$ cat src/rtl/mem_port_arbiter_pkg.sv
// Shared types and constants for the byte-wide RAM port arbiter.
package mem_port_arbiter_pkg;

  localparam int unsigned BYTE_W = 8;
  localparam int unsigned WORD_W = 32;
  localparam int unsigned CNT_W  = 3;

  localparam logic [2:0]  WIDTH_1B     = 3'b001;
  localparam logic [2:0]  WIDTH_2B     = 3'b010;
  localparam logic [2:0]  WIDTH_4B     = 3'b100;
  localparam logic [31:0] IO_BASE_ADDR = 32'h0003_0000;

  typedef enum logic [1:0] {
    OWN_NONE = 2'd0,
    OWN_ST   = 2'd1,
    OWN_LB   = 2'd2,
    OWN_IF   = 2'd3
  } owner_e;

  typedef enum logic [1:0] {
    S_IDLE  = 2'd0,
    S_READ  = 2'd1,
    S_WRITE = 2'd2
  } state_e;

  // One-hot width to byte count; the widest set bit wins, zero means no request.
  function automatic logic [CNT_W-1:0] width_bytes(input logic [2:0] w);
    logic [CNT_W-1:0] n;
    n = '0;
    if ((w & WIDTH_4B) != 3'b000)      n = CNT_W'(4);
    else if ((w & WIDTH_2B) != 3'b000) n = CNT_W'(2);
    else if ((w & WIDTH_1B) != 3'b000) n = CNT_W'(1);
    return n;
  endfunction

endpackage

$ cat src/rtl/mem_port_arbiter_byte_assembler.sv
// Merges little-endian read bytes into a 32-bit word; word_c shows the word with the current byte applied.
module mem_port_arbiter_byte_assembler
  import mem_port_arbiter_pkg::*;
(
  input  logic                clk_in,
  input  logic                rst_n_in,
  input  logic                en,
  input  logic                clr,
  input  logic                we,
  input  logic [1:0]          idx,
  input  logic [BYTE_W-1:0]   din,
  output logic [WORD_W-1:0]   word_c
);

  logic [WORD_W-1:0] word_q;

  always_comb begin
    word_c = word_q;
    word_c[{idx, 3'b000} +: BYTE_W] = din;
  end

  always_ff @(posedge clk_in or negedge rst_n_in) begin
    if (!rst_n_in) begin
      word_q <= '0;
    end else if (en) begin
      if (clr)     word_q <= '0;
      else if (we) word_q <= word_c;
    end
  end

endmodule

$ cat src/rtl/mem_port_arbiter.sv
// Sequences ST/LB/IF accesses onto a single byte-wide RAM port.
// Optional MEM_ARB_ROUND_ROBIN_EN alternates LB/IF priority; default is fixed ST > LB > IF.
module mem_port_arbiter
  import mem_port_arbiter_pkg::*;
#(
  parameter int unsigned ADDR_W  = 32,
  parameter int unsigned DATA_W  = 32,
  parameter logic [31:0] IO_BASE = IO_BASE_ADDR
) (
  input  logic              clk_in,
  input  logic              rst_n_in,
  input  logic              rdy_in,
  input  logic              flush_in,
  input  logic              io_buffer_full_in,
  input  logic              st_en_in,
  input  logic [ADDR_W-1:0] st_addr_in,
  input  logic [2:0]        st_width_in,
  input  logic [DATA_W-1:0] st_data_in,
  output logic              st_done_out,
  input  logic              lb_en_in,
  input  logic [ADDR_W-1:0] lb_addr_in,
  input  logic [2:0]        lb_width_in,
  output logic              lb_done_out,
  output logic [DATA_W-1:0] lb_data_out,
  input  logic              if_en_in,
  input  logic [ADDR_W-1:0] if_addr_in,
  output logic              if_done_out,
  output logic [DATA_W-1:0] if_data_out,
  input  logic [7:0]        mem_din_in,
  output logic [7:0]        mem_dout_out,
  output logic [ADDR_W-1:0] mem_a_out,
  output logic              mem_wr_out
);

  state_e            state_q, state_d;
  owner_e            own_q, own_d;
  logic [ADDR_W-1:0] base_q, base_d, mem_a_q, mem_a_d;
  logic [CNT_W-1:0]  n_q, n_d, k_q, k_d, k_inc;
  logic [WORD_W-1:0] wdata_q, wdata_d, asm_word_c;
  logic [7:0]        mem_dout_q, mem_dout_d;
  logic              wr_q, wr_d;
  logic              st_done_q, st_done_d, lb_done_q, lb_done_d, if_done_q, if_done_d;
  logic [DATA_W-1:0] lb_data_q, lb_data_d, if_data_q, if_data_d;
  logic [CNT_W-1:0]  st_n, lb_n;
  logic              st_req, lb_req, if_req, lb_pick, can_grant;
  logic              grant_st, grant_lb, grant_if;
  logic              asm_clr, asm_we, io_hit, stall_c;

  assign st_n   = width_bytes(st_width_in);
  assign lb_n   = width_bytes(lb_width_in);
  assign st_req = st_en_in && (st_n != '0);
  assign lb_req = lb_en_in && (lb_n != '0) && !flush_in;
  assign if_req = if_en_in && !flush_in;
  assign k_inc  = k_q + CNT_W'(1);

  // Nothing is granted in the cycle a done pulse is visible to the requesters.
  assign can_grant = (state_q == S_IDLE) && !(st_done_q || lb_done_q || if_done_q);

`ifdef MEM_ARB_ROUND_ROBIN_EN
  logic rr_lb_q, rr_lb_d;

  assign lb_pick = lb_req && (!if_req || rr_lb_q);

  always_comb begin
    rr_lb_d = rr_lb_q;
    if (grant_lb)      rr_lb_d = 1'b0;
    else if (grant_if) rr_lb_d = 1'b1;
  end

  always_ff @(posedge clk_in or negedge rst_n_in) begin
    if (!rst_n_in)   rr_lb_q <= 1'b1;
    else if (rdy_in) rr_lb_q <= rr_lb_d;
  end
`else
  assign lb_pick = lb_req;
`endif

  assign grant_st = can_grant && st_req;
  assign grant_lb = can_grant && !st_req && lb_pick;
  assign grant_if = can_grant && !st_req && !lb_pick && if_req;

  // Writes to a full UART buffer wait with the byte held on the pins.
  assign io_hit  = (mem_a_q[17:16] == IO_BASE[17:16]);
  assign stall_c = wr_q && io_hit && io_buffer_full_in;

  mem_port_arbiter_byte_assembler u_asm (
    .clk_in   (clk_in),
    .rst_n_in (rst_n_in),
    .en       (rdy_in),
    .clr      (asm_clr),
    .we       (asm_we),
    .idx      (2'(k_q - CNT_W'(1))),
    .din      (mem_din_in),
    .word_c   (asm_word_c)
  );

  always_comb begin
    state_d    = state_q;
    own_d      = own_q;
    base_d     = base_q;
    n_d        = n_q;
    k_d        = k_q;
    wdata_d    = wdata_q;
    mem_a_d    = '0;
    mem_dout_d = '0;
    wr_d       = 1'b0;
    st_done_d  = 1'b0;
    lb_done_d  = 1'b0;
    if_done_d  = 1'b0;
    lb_data_d  = lb_data_q;
    if_data_d  = if_data_q;
    asm_clr    = 1'b0;
    asm_we     = 1'b0;

    case (state_q)
      S_IDLE: begin
        if (grant_st) begin
          state_d    = S_WRITE;
          own_d      = OWN_ST;
          base_d     = st_addr_in;
          n_d        = st_n;
          k_d        = '0;
          wdata_d    = WORD_W'(st_data_in);
          mem_a_d    = st_addr_in;
          mem_dout_d = st_data_in[7:0];
          wr_d       = 1'b1;
        end else if (grant_lb || grant_if) begin
          state_d = S_READ;
          own_d   = grant_lb ? OWN_LB : OWN_IF;
          base_d  = grant_lb ? lb_addr_in : if_addr_in;
          n_d     = grant_lb ? lb_n : CNT_W'(4);
          k_d     = '0;
          mem_a_d = grant_lb ? lb_addr_in : if_addr_in;
          asm_clr = 1'b1;
        end
      end

      // Cycle k drives byte k's address and captures byte k-1; cycle N finishes.
      S_READ: begin
        if (flush_in) begin
          state_d = S_IDLE;
          own_d   = OWN_NONE;
          k_d     = '0;
        end else begin
          k_d    = k_inc;
          asm_we = (k_q != '0);
          if (k_q == n_q) begin
            state_d   = S_IDLE;
            own_d     = OWN_NONE;
            k_d       = '0;
            lb_done_d = (own_q == OWN_LB);
            if_done_d = (own_q == OWN_IF);
            if (own_q == OWN_LB) lb_data_d = DATA_W'(asm_word_c);
            else                 if_data_d = DATA_W'(asm_word_c);
          end else if (k_inc < n_q) begin
            mem_a_d = base_q + ADDR_W'(k_inc);
          end
        end
      end

      S_WRITE: begin
        if (k_q == n_q) begin
          state_d   = S_IDLE;
          own_d     = OWN_NONE;
          k_d       = '0;
          st_done_d = 1'b1;
        end else if (stall_c) begin
          mem_a_d    = mem_a_q;
          mem_dout_d = mem_dout_q;
          wr_d       = 1'b1;
        end else begin
          k_d = k_inc;
          if (k_inc < n_q) begin
            mem_a_d    = base_q + ADDR_W'(k_inc);
            mem_dout_d = 8'(wdata_q >> {k_inc[1:0], 3'b000});
            wr_d       = 1'b1;
          end
        end
      end

      default: begin
        state_d = S_IDLE;
        own_d   = OWN_NONE;
      end
    endcase
  end

  always_ff @(posedge clk_in or negedge rst_n_in) begin
    if (!rst_n_in) begin
      state_q    <= S_IDLE;
      own_q      <= OWN_NONE;
      base_q     <= '0;
      n_q        <= '0;
      k_q        <= '0;
      wdata_q    <= '0;
      mem_a_q    <= '0;
      mem_dout_q <= '0;
      wr_q       <= 1'b0;
      st_done_q  <= 1'b0;
      lb_done_q  <= 1'b0;
      if_done_q  <= 1'b0;
      lb_data_q  <= '0;
      if_data_q  <= '0;
    end else if (rdy_in) begin
      state_q    <= state_d;
      own_q      <= own_d;
      base_q     <= base_d;
      n_q        <= n_d;
      k_q        <= k_d;
      wdata_q    <= wdata_d;
      mem_a_q    <= mem_a_d;
      mem_dout_q <= mem_dout_d;
      wr_q       <= wr_d;
      st_done_q  <= st_done_d;
      lb_done_q  <= lb_done_d;
      if_done_q  <= if_done_d;
      lb_data_q  <= lb_data_d;
      if_data_q  <= if_data_d;
    end
  end

  assign mem_a_out    = mem_a_q;
  assign mem_dout_out = mem_dout_q;
  assign mem_wr_out   = wr_q && rdy_in && !stall_c;
  assign st_done_out  = st_done_q;
  assign lb_done_out  = lb_done_q;
  assign if_done_out  = if_done_q;
  assign lb_data_out  = lb_data_q;
  assign if_data_out  = if_data_q;

endmodule

$ cat config.mk
export PLATFORM = sky130hd
export DESIGN_NAME = mem_port_arbiter
export DESIGN_NICKNAME = d
export VERILOG_FILES = /design/src/rtl/mem_port_arbiter_pkg.sv /design/src/rtl/mem_port_arbiter_byte_assembler.sv /design/src/rtl/mem_port_arbiter.sv
export SDC_FILE = /design/constraint.sdc
export NUM_CORES = 1
export LEC_CHECK = 0
export ABC_AREA = 1
export BUFFER_PORTS_ARGS = -buffer_cell sky130_fd_sc_hd__buf_2
export CORE_MARGIN = 3
export CORE_UTILIZATION = 50
export CTS_BUF_LIST = sky130_fd_sc_hd__clkbuf_2 sky130_fd_sc_hd__clkbuf_4 sky130_fd_sc_hd__clkbuf_8
export CTS_CLUSTER_SIZE = 14
export DETAILED_ROUTE_END_ITERATION = 16
export GPL_TIMING_DRIVEN = 0
export PLACE_DENSITY = 0.74
export REMOVE_ABC_BUFFERS = 1
export SLEW_MARGIN = 20
export SYNTH_ARGS = -nofsm -noshare
export SYNTH_HDL_FRONTEND = slang
export SYNTH_SLANG_ARGS = --single-unit
$ cat constraint.sdc
create_clock -name clk_in -period 7.3 [get_ports clk_in]
set_input_delay 1.095 -clock clk_in [delete_from_list [all_inputs] [get_ports clk_in]]
set_output_delay 1.095 -clock clk_in [all_outputs]
set_load 0.01 [all_outputs]
==> flow_summary.toml <==
[run_status]
outcome = "complete, no violations"

[worst_setup_path]
crit_family = "buffers and inverters"
r2r-end = "mem_a_out[22]$_DFFE_PN0P_"
critPathSlowestCell = "dfrtp_1"
cp.required_ns = 7.76
slowest_delay_ns = 0.83
r2r_slack_ns = 3.26
critPathMaxFanout = 26
timing.rr.start = "k_q[0]$_DFFE_PN0P_"
crit_path_start_kind = "register"
crit_path_cell_trace = "inv_1 > ha_1 > ha_1 > nand2_1 > nor2_1 > nor2_1 > nand3_1 > inv_2 > nand3_1 > nand3_1 > nand2_1 > nand2_1"
worst-path-buf-inv = 2
critPathKind = "reg2reg"
reg2reg_depth = 12
crit_arrival_ns = 4.50
crit_path_end_kind = "register"

[timing]
rsz0062_at_grt = "no"
hold_ws_ns = 0.436
setup_viol = 0
fin_skew_ns = 0.0240
worst_pin_slew_ns = 1.10
relSlewSlack_pct = 26.6
maxSlewViolCount = 0
fin_crit_ns = 4.04
hold_viol_final = 0
min_period_over_period_pct = 55.3
fmax_mhz = 248

[synth]
ys_warn_count = 0
ys_types = 35
synth-edff-count = 0
yosys_most_used_dff = "dfrtp_1"
synth_commonest_cells = "nand2_1, inv_1, dfrtp_1"
synth.area.top_cells = "dfrtp_1, nand2_1, nand3_1"
synth_top_cell_by_area = "dfrtp_1"
yosysMostFrequentCell = "nand2_1"
synth_top_area_share_pct = 46.0
yosysSeqAreaShare_pct = 46.0
ys_ff_latch = 214
synthCells = 1628
syn-cell-area_um2 = 11700
async_flop_share_pct = 100
synth_area_per_cell_um2 = 7.16

[clocking]
numCtsBuffers = 38
post_cts_buffers = 0
htree_levels = 2
hold_buffers = 0
max-clock-path-buffers = 3
cts_tree = "done"
cts.reportedPaths.clkPinSlew_ns = 0.06
clock-sinks = 214
cts-root-buf = "clkbuf_8"
clock_latency_ns = 0.54
cts_repair_resize_count = 0

[die]
io_pins = 258
core_um2 = 22800
initial_core_util_pct = 51.2
die_x_um = 159
fp-row-count = 55
die_area_um2 = 25200
die_h_um = 159

[place]
hpwlAfterDp_mm = 24.4
placed_area_um2 = 13400
gp_congestion = 0.937
io_buffers = 257

[finish]
syn2layout_area_growth_pct = 22.2
layout-drive-gt1-share_pct = 19.3
num_antenna_cells = 0
finish.utilization_pct = 62.5
design_area_um2 = 14200
fin_nets = 2039

[route]
final_antenna_net_count = 0
vias_per_cell = 5.23
post_drt_wl_per_cell_um = 15.5
totalWireLength_mm = 34.3
num_vias = 11600
drc = 0
first_pass_iters = 5
drtIter0Drc = 1010

[global_routing]
grt_max_degree = 101
grt_overflow = 0
grtUsageTotal_pct = 26.9
first_global_vias = 11200
antenna_found_initial = 3
grt_pass1_wl_mm = 54.6

[power]
powerDensity_nw_per_um2 = 373
p_leak_nw = 7.92
peakVddDrop_mv = 0.193

[flow_run]
maxCapViolCount = 0

[min_path]
min-delay-path-class = "in2async"
-- per-layer routing --
metal  up-vias  global-route usage, %  wire (um)
met1      5377                   37.3      15200
met3        72                   4.78       2560
li1       5642                      -          -
met4         4                   8.28        672
met5         -                      0         27
met2       485                   43.1      15900
-- cells by family (layout without fill, tap and decap cells) --
logic type | after synthesis | count (layout) | share of synthesized area, %
AND/OR/NAND/NOR | 873 | 873 | 30.7
buffers and inverters | 301 | 574 | 10.3
flip-flops | 214 | 214 | 46.0
AO/OA/AOI/OAI | 212 | 212 | 10.3
adder cells (fa/ha/maj) | 18 | 18 | 2.00
XOR/XNOR | 6 | 6 | 0.451
multiplexers | 4 | 4 | 0.387
-- area by class of cell --
class	instances	area, um^2
clock buffers	64	825
clock inverters	6	37.5
fillers	2099	8540
inverters	235	882
multi-input cells	1113	5140
flip-flops and latches	214	5360
well taps	313	392
repair buffers	269	1610
-- worst register-to-register path, cell delays in order, from the launching register on --
cell and delay, ns:
dfrtp_1 0.83, inv_1 0.51, ha_1 0.69, ha_1 0.32, nand2_1 0.06, nor2_1 0.04
nor2_1 0.14, nand3_1 0.37, inv_2 0.55, nand3_1 0.20, nand3_1 0.13, nand2_1 0.06
nand2_1 0.07
-- worst max path at each step --
stage                       start                   endpoint  slack, ns  cells past startpoint
3_3_place_gp       st_width_in[2]      base_q[0]$_DFFE_PN0P_      -1.21                     10
2_1_floorplan      st_width_in[2]      base_q[8]$_DFFE_PN0P_       2.00                      9
6_report       k_q[0]$_DFFE_PN0P_  mem_a_out[22]$_DFFE_PN0P_       3.26                     12
3_5_place_dp       st_width_in[2]      base_q[5]$_DFFE_PN0P_       3.01                     12
4_1_cts        k_q[0]$_DFFE_PN0P_  mem_a_out[23]$_DFFE_PN0P_       3.26                     12
5_1_grt        k_q[0]$_DFFE_PN0P_  mem_a_out[22]$_DFFE_PN0P_       2.94                     12
-- power by group --
part / total [mW] / internal [mW] / switching (mW) / leakage (nW)
Sequential: 1.97 / 1.67 / 0.298 / 2.74
Clock: 1.22 / 0.715 / 0.503 / 0.462
Combinational: 2.12 / 0.765 / 1.36 / 4.71
-- sequential cells by signal (all words and copies together), names as in the netlist --
register / cells
n_q: 3
wr_q: 1
k_q: 3
if_done_out: 1
wdata_q: 32
lb_data_out: 32
own_q: 2
state_q: 2
lb_done_out: 1
if_data_out: 32
mem_dout_out: 8
mem_a_out: 32
st_done_out: 1
base_q: 32
u_asm.word_q: 32
-- placed cells by master (no fill, tap or decap), types with 17 or more instances in the layout --
master      n
a21oi_1    28
o21ai_1    33
nand3_1   193
o21ai_0    89
o22ai_1    34
ha_1       17
clkbuf_8   55
nor2_1     84
inv_1     226
buf_2     256
dfrtp_1   214
nand2_1   572
-- per-stage QoR --
step                TNS, ns  instances  total power [mW]  worst slack (ns)
finish                    0       2214              5.31              3.26
detailed placement        0       2143              4.08              3.01
floorplan                 0       1562              3.28              2.00
global placement     -35.66       2132              3.97             -1.21
CTS                       0       2213              5.32              3.26
global route              0       2214              5.73              2.94
No activity file was read; power rests on OpenSTA's default activity.
